`config.mk`:
```
export PLATFORM = sky130hd
export DESIGN_NAME = parking_gate_arbiter
export DESIGN_NICKNAME = d
export VERILOG_FILES = /design/src/rtl/parking_gate_arbiter.sv
export SDC_FILE = /design/constraint.sdc
export NUM_CORES = 1
export LEC_CHECK = 0
export BUFFER_PORTS_ARGS = -buffer_cell sky130_fd_sc_hd__buf_4
export CAP_MARGIN = 20
export CORE_AREA = 2 2 60 62
export CTS_BUF_LIST = sky130_fd_sc_hd__clkbuf_4 sky130_fd_sc_hd__clkbuf_8
export CTS_CLUSTER_DIAMETER = 50
export DETAILED_ROUTE_END_ITERATION = 10
export DIE_AREA = 0 0 62 64
export GPL_TIMING_DRIVEN = 0
export MAX_ROUTING_LAYER = met4
export PLACE_DENSITY = 0.45
export SYNTH_ARGS = -nofsm -noshare
export SYNTH_HDL_FRONTEND = slang
export SYNTH_SLANG_ARGS = --single-unit
```
`constraint.sdc`:
```
create_clock -name clk -period 4.16 [get_ports clk]
set_input_delay 0.832 -clock clk [delete_from_list [all_inputs] [get_ports clk]]
set_output_delay 0.832 -clock clk [all_outputs]
set_load 0.02 [all_outputs]
```
`src/rtl/parking_gate_arbiter.sv`:
```
// rtl/parking_gate_arbiter.sv - shared barrier gate arbiter for entry/exit lanes with occupancy tracking
module parking_gate_arbiter #(
  parameter int CAPACITY       = 8,
  parameter int CNT_W          = 4,
  parameter int TIMEOUT_CYCLES = 32,
  parameter int TMR_W          = 6
) (
  input  logic             clk,
  input  logic             resetN,
  input  logic             entryReq,
  input  logic             exitReq,
  input  logic             passOk,
  input  logic             sensorB,
  output logic             entryGrant,
  output logic             gateOpen,
  output logic             timeoutAlarm,
  output logic             lotFull,
  output logic [CNT_W-1:0] occupancy
);

  typedef enum logic [2:0] {
    IDLE,
    GRANT_ENTRY,
    OPEN_ENTRY,
    OPEN_EXIT,
    CLOSE,
    ALARM
  } state_t;

  localparam logic [CNT_W-1:0] CAP_VAL  = CNT_W'(CAPACITY);
  localparam logic [TMR_W-1:0] TMR_LAST = TMR_W'(TIMEOUT_CYCLES - 1);

  state_t           state;
  state_t           nextState;
  logic [TMR_W-1:0] timer;
  // 1 = the most recent service (closed or timed out) was the entry lane
  logic             lastServedEntry;
  logic             validEntry;
  logic             validExit;
  logic             isOpen;
  logic             leavingOpen;

  assign lotFull     = (occupancy == CAP_VAL);
  assign validEntry  = entryReq & ~lotFull;
  assign validExit   = exitReq;
  assign isOpen      = (state == OPEN_ENTRY) || (state == OPEN_EXIT);
  assign leavingOpen = isOpen && (nextState != state);

  // Next-state selection and state-decoded outputs
  always_comb begin
    nextState    = state;
    entryGrant   = 1'b0;
    gateOpen     = 1'b0;
    timeoutAlarm = 1'b0;
    case (state)
      IDLE: begin
        if (validEntry && validExit) begin
          // round-robin: serve the lane that did not go last
          nextState = lastServedEntry ? OPEN_EXIT : GRANT_ENTRY;
        end else if (validEntry) begin
          nextState = GRANT_ENTRY;
        end else if (validExit) begin
          nextState = OPEN_EXIT;
        end
      end
      GRANT_ENTRY: begin
        entryGrant = 1'b1;
        if (passOk) begin
          nextState = OPEN_ENTRY;
        end else if (!entryReq) begin
          nextState = IDLE;
        end
      end
      OPEN_ENTRY, OPEN_EXIT: begin
        gateOpen = 1'b1;
        // a car crossing on the last allowed cycle still counts as a pass
        if (sensorB) begin
          nextState = CLOSE;
        end else if (timer == TMR_LAST) begin
          nextState = ALARM;
        end
      end
      CLOSE: begin
        nextState = IDLE;
      end
      ALARM: begin
        timeoutAlarm = 1'b1;
        if (!entryReq && !exitReq && !sensorB) begin
          nextState = IDLE;
        end
      end
      default: begin
        nextState = IDLE;
      end
    endcase
  end

  // State register
  always_ff @(posedge clk or negedge resetN) begin
    if (!resetN) begin
      state <= IDLE;
    end else begin
      state <= nextState;
    end
  end

  // Open-gate timer: counts only while staying in an OPEN state, zero otherwise
  always_ff @(posedge clk or negedge resetN) begin
    if (!resetN) begin
      timer <= '0;
    end else if (isOpen && (nextState == state)) begin
      timer <= timer + TMR_W'(1);
    end else begin
      timer <= '0;
    end
  end

  // Direction of the service just finished; also drives the CLOSE update
  always_ff @(posedge clk or negedge resetN) begin
    if (!resetN) begin
      lastServedEntry <= 1'b0;
    end else if (leavingOpen) begin
      lastServedEntry <= (state == OPEN_ENTRY);
    end
  end

  // Occupancy update on a completed passage, saturating at both ends
  always_ff @(posedge clk or negedge resetN) begin
    if (!resetN) begin
      occupancy <= '0;
    end else if (state == CLOSE) begin
      if (lastServedEntry) begin
        if (occupancy != CAP_VAL) begin
          occupancy <= occupancy + CNT_W'(1);
        end
      end else if (occupancy != '0) begin
        occupancy <= occupancy - CNT_W'(1);
      end
    end
  end

endmodule
```
==> summary.md <==
| Metric | Value |
|---|---|
| CTS tree | done |
| # hold bufs at CTS | 0 |
| WL final | around 1.5 mm |
| Post-Syn Nets | 87 |
| Worst setup path startpoint | occupancy[0] |
| Layout cells sized above 1 | 28.0% |
| Vias/cell | around 4.2 |
| Vias in the first global route | between 600 and 700 |
| H-Tree Depth | 1 |
| Mux contribution to synthesized area | 5.33% |
| Crit Path Class | register to primary output |
| Die Wd | 62 um |
| 1st-iter DRT viols | 8 |
| Post-CTS Repair Setup Buffers | 0 |
| Crit-path leading delay family | simple AND/OR/NAND/NOR gates |
| Reg2reg start | lastServedEntry |
| Synth Area in XOR/XNOR | approximately 7.7% |
| Clk_skew | ~7.2 ps |
| Main combinational cell family by area after synthesis | simple AND/OR/NAND/NOR gates |
| Worst hold path type | primary input to asynchronous set/reset pin |
| Max-cap violations | 0 |
| WL per Instance | about 11 um |
| Seq pwr share | 37.1% |
| Vias | roughly 580 |
| Post-cts gate resize count | 0 |
| Power per cell area | roughly 640 mW/mm^2 |
| Arrival @ worst endpoint | about 1600 ps |
| Drt first pass iters | 4 |
| Max incr delay on CP | around 460 ps |
| Switching power | between 0.0002 and 0.0003 W |
| Top cell type by total area after synthesis | dfrtp_1 |
| Die height | between 60 and 70 um |
| Crit Path Max Fanout | 5 |
| Antenna viol nets, final | 0 |
| Post-Syn Area | around 800 um^2 |
| Comb pwr share | 51.0% |
| First-pass GRT wire length | 2.68 mm |
| Dpl hpwl | 1.22 mm |
| R2R Path End | occupancy[3] |
| Inst Count DP | between 100 and 150 |
| Num CTS Buffers | 3 |
| Dpl ws | 2000 ps |
| Post-Synth Simple-Gate Area | a little over a fifth |
| Placer congestion estimate | 0.828 |
| Worst Setup EP | lotFull |
| Fin. Hold Viols | 0 |
| Worst-Margin Slew | approximately 350 ps |
| Tot GR Track Use | under 10% |
| Fraction of the mapped netlist area in compound gates | between 10% and 20% |
| Reg2Reg Setup Slack | around 2400 ps |
| P&R area growth vs syn | 22.3% |
| CP Launch Type | register |
| Final nets | 105 |
| Internal Pwr Total | 0.000364 W |
| Setup WS post-layout | roughly 1700 ps |
| Worst Path Required | approximately 3300 ps |
| Skew-Pair Late Insertion Delay | ~270 ps |
| Post-synthesis cell type count | 30 |
| CP cell instances | or3_4 > or2_4 > inv_1 > buf_4 |
| Initial Util | roughly 24% |
| Largest net degree at the start of global routing | 15 |
| Syn Inst Count | 77 |
| Root buffer cell | clkbuf_4 |
| Final count of pins violating max slew | 0 |
| Critical-path top delay cell | dfrtp_1 |
| Critical Path Sink Type | primary output |
| Sink Count | 14 |
| Full die area | between 0.003 and 0.004 mm^2 |
| Fmax | roughly 410 MHz |
| Top post-synthesis cells by area | dfrtp_1, nor2_1, ha_1 |
| Leak | 0.448 nW |
| CTS clk-pin slew, worst paths | 80 ps |
| I/O Buffers | 13 |
| CP bufs+invs | 2 |
| Max transition margin | 76.1% |
| # DRC | 0 |
| RSZ-0062 raised after global routing | no |
| Peak supply drop | approximately 260 uV |
| Row Count | 21 |
| Antenna violations before repair | 0 |
| Post-route setup TNS | 0 ps |
| Clock buffer depth | 2 |
| Flops & latches, synth | 14 |
| Core box area | 0.00328 mm^2 |
| Final period utilization | between 50% and 60% |
| Critical path depth | 4 |
| Finished Layout Cells | 139 |
| Io pins | 14 |
| Setup Viol. Count Final | 0 |
| Adder-cell share of the synthesized area | 7.21% |
| FF-to-FF path depth | 6 |
| Final Util | about 30% |
| Antenna cells | 0 |
| Clock share of power | about an eighth |
| Post-synth top area share | 43.9% |
| Sw frac | approximately two fifths |
| Yosys Warn Count | 0 |
| Syn_area_per_cell | 10.4 um^2 |
| Gr ovfl total | 0 |
| Outcome | completed |
| Tmin final | roughly 2500 ps |
| Sequential area share after synthesis | 43.9% |
## state kept, by name, indices dropped and copies added (netlist names)
signal	flops
state	3
lastServedEntry	1
occupancy	4
timer	6
## worst reg2reg max path, cell delays in order (launching register included)
cell and delay [ps]:
dfrtp_1 430, inv_1 150, ha_1 350, nand3_1 100, and2_1 180, a311o_1 350, a31oi_1 130
## power by group through the flow
stage | logic, W | registers, W | clock network, W
after floorplan | 0.000210 | 0.000247 | 0
after global placement | 0.000321 | 0.000237 | 0
after detailed placement | 0.000324 | 0.000236 | 0
after CTS | 0.000325 | 0.000234 | 0.0000807
after global routing | 0.000361 | 0.000243 | 0.0000880
final | 0.000319 | 0.000232 | 0.0000741
## stage by stage
step | instance area, um^2 | power (W) | hold slack (ps)
after floorplan | 798 | 0.000457 | 429
after global placement | 953 | 0.000558 | 457
after detailed placement | 953 | 0.000560 | 460
after CTS | 976 | 0.000639 | 383
after global routing | 976 | 0.000692 | 377
final | 976 | 0.000625 | 393
## routing by layer
| metal | vias up | wire length (um) | share of wire, % | GRT usage [%] |
|---|---|---|---|---|
| met2 | 10 | 748 | 50 | 15.4 |
| met1 | 273 | 665 | 44 | 10.5 |
| met4 | 0 | 15 | 0.99 | 2.39 |
| met3 | 2 | 78 | 5.2 | 4.05 |
| met5 | - | 0 | 0 | - |
| li1 | 298 | - | - | - |
## synth_stat cells
cell and count:
a21oi_1 2, a21oi_2 1, a221o_1 1, a311o_1 1, a311oi_1 1, a31oi_1 1
and2_1 2, and2b_1 1, dfrtp_1 14, fa_1 1, ha_1 3, inv_1 6
mux2_2 2, mux2i_1 2, nand2_1 2, nand2b_1 2, nand3_1 4, nor2_1 12
nor3_1 1, nor3b_2 2, o21ai_0 1, o21ai_2 1, o221ai_2 1, o31ai_1 1
or2_2 1, or2_4 1, or3_1 2, or3_4 1, xnor2_1 3, xor2_1 4
## kinds of logic (layout without fill, tap and decap cells)
logic type,after synthesis,count (layout)
AOI/OAI and AO/OA,11,11
and+or+nand+nor,31,31
muxes,4,4
xor gates and xnor gates,7,7
adders and majority gates,4,4
DFF,14,14
buffers and inverters,6,22
## cell usage in the layout, fill, tap and decap left out
cell type and n:
dfrtp_1 14, buf_4 13, nor2_1 12, inv_1 6
nand3_1 4, xor2_1 4, xnor2_1 3, ha_1 3
clkbuf_4 3, nand2b_1 2, nor3b_2 2, or3_1 2
a21oi_1 2, and2_1 2, nand2_1 2, mux2i_1 2
mux2_2 2, and2b_1 1, or3_4 1, or2_4 1
nor3_1 1, o21ai_0 1, o31ai_1 1, a21oi_2 1
o221ai_2 1, a221o_1 1, or2_2 1, a311oi_1 1
a311o_1 1, a31oi_1 1, o21ai_2 1, fa_1 1
## final cells by class
type | instances | area [um^2]
Multi-Input combinational cell | 57 | 425
Inverter | 6 | 22.5
Sequential cell | 14 | 350
Timing Repair Buffer | 13 | 97.6
Clock buffer | 3 | 22.5
Fill cell | 356 | 2310
Tap cell | 46 | 57.6
## how the worst min path moves through the flow
stage	start	slack [ps]	depth (start not counted)	end
after floorplan	timer[0]	430	1	timer[0]
after global placement	timer[0]	460	1	timer[0]
after detailed placement	timer[0]	460	1	timer[0]
after CTS	resetN	380	1	occupancy[1]
after global routing	resetN	380	1	state[2]
final	resetN	390	1	state[2]
Power figures use the tool's default switching activity.
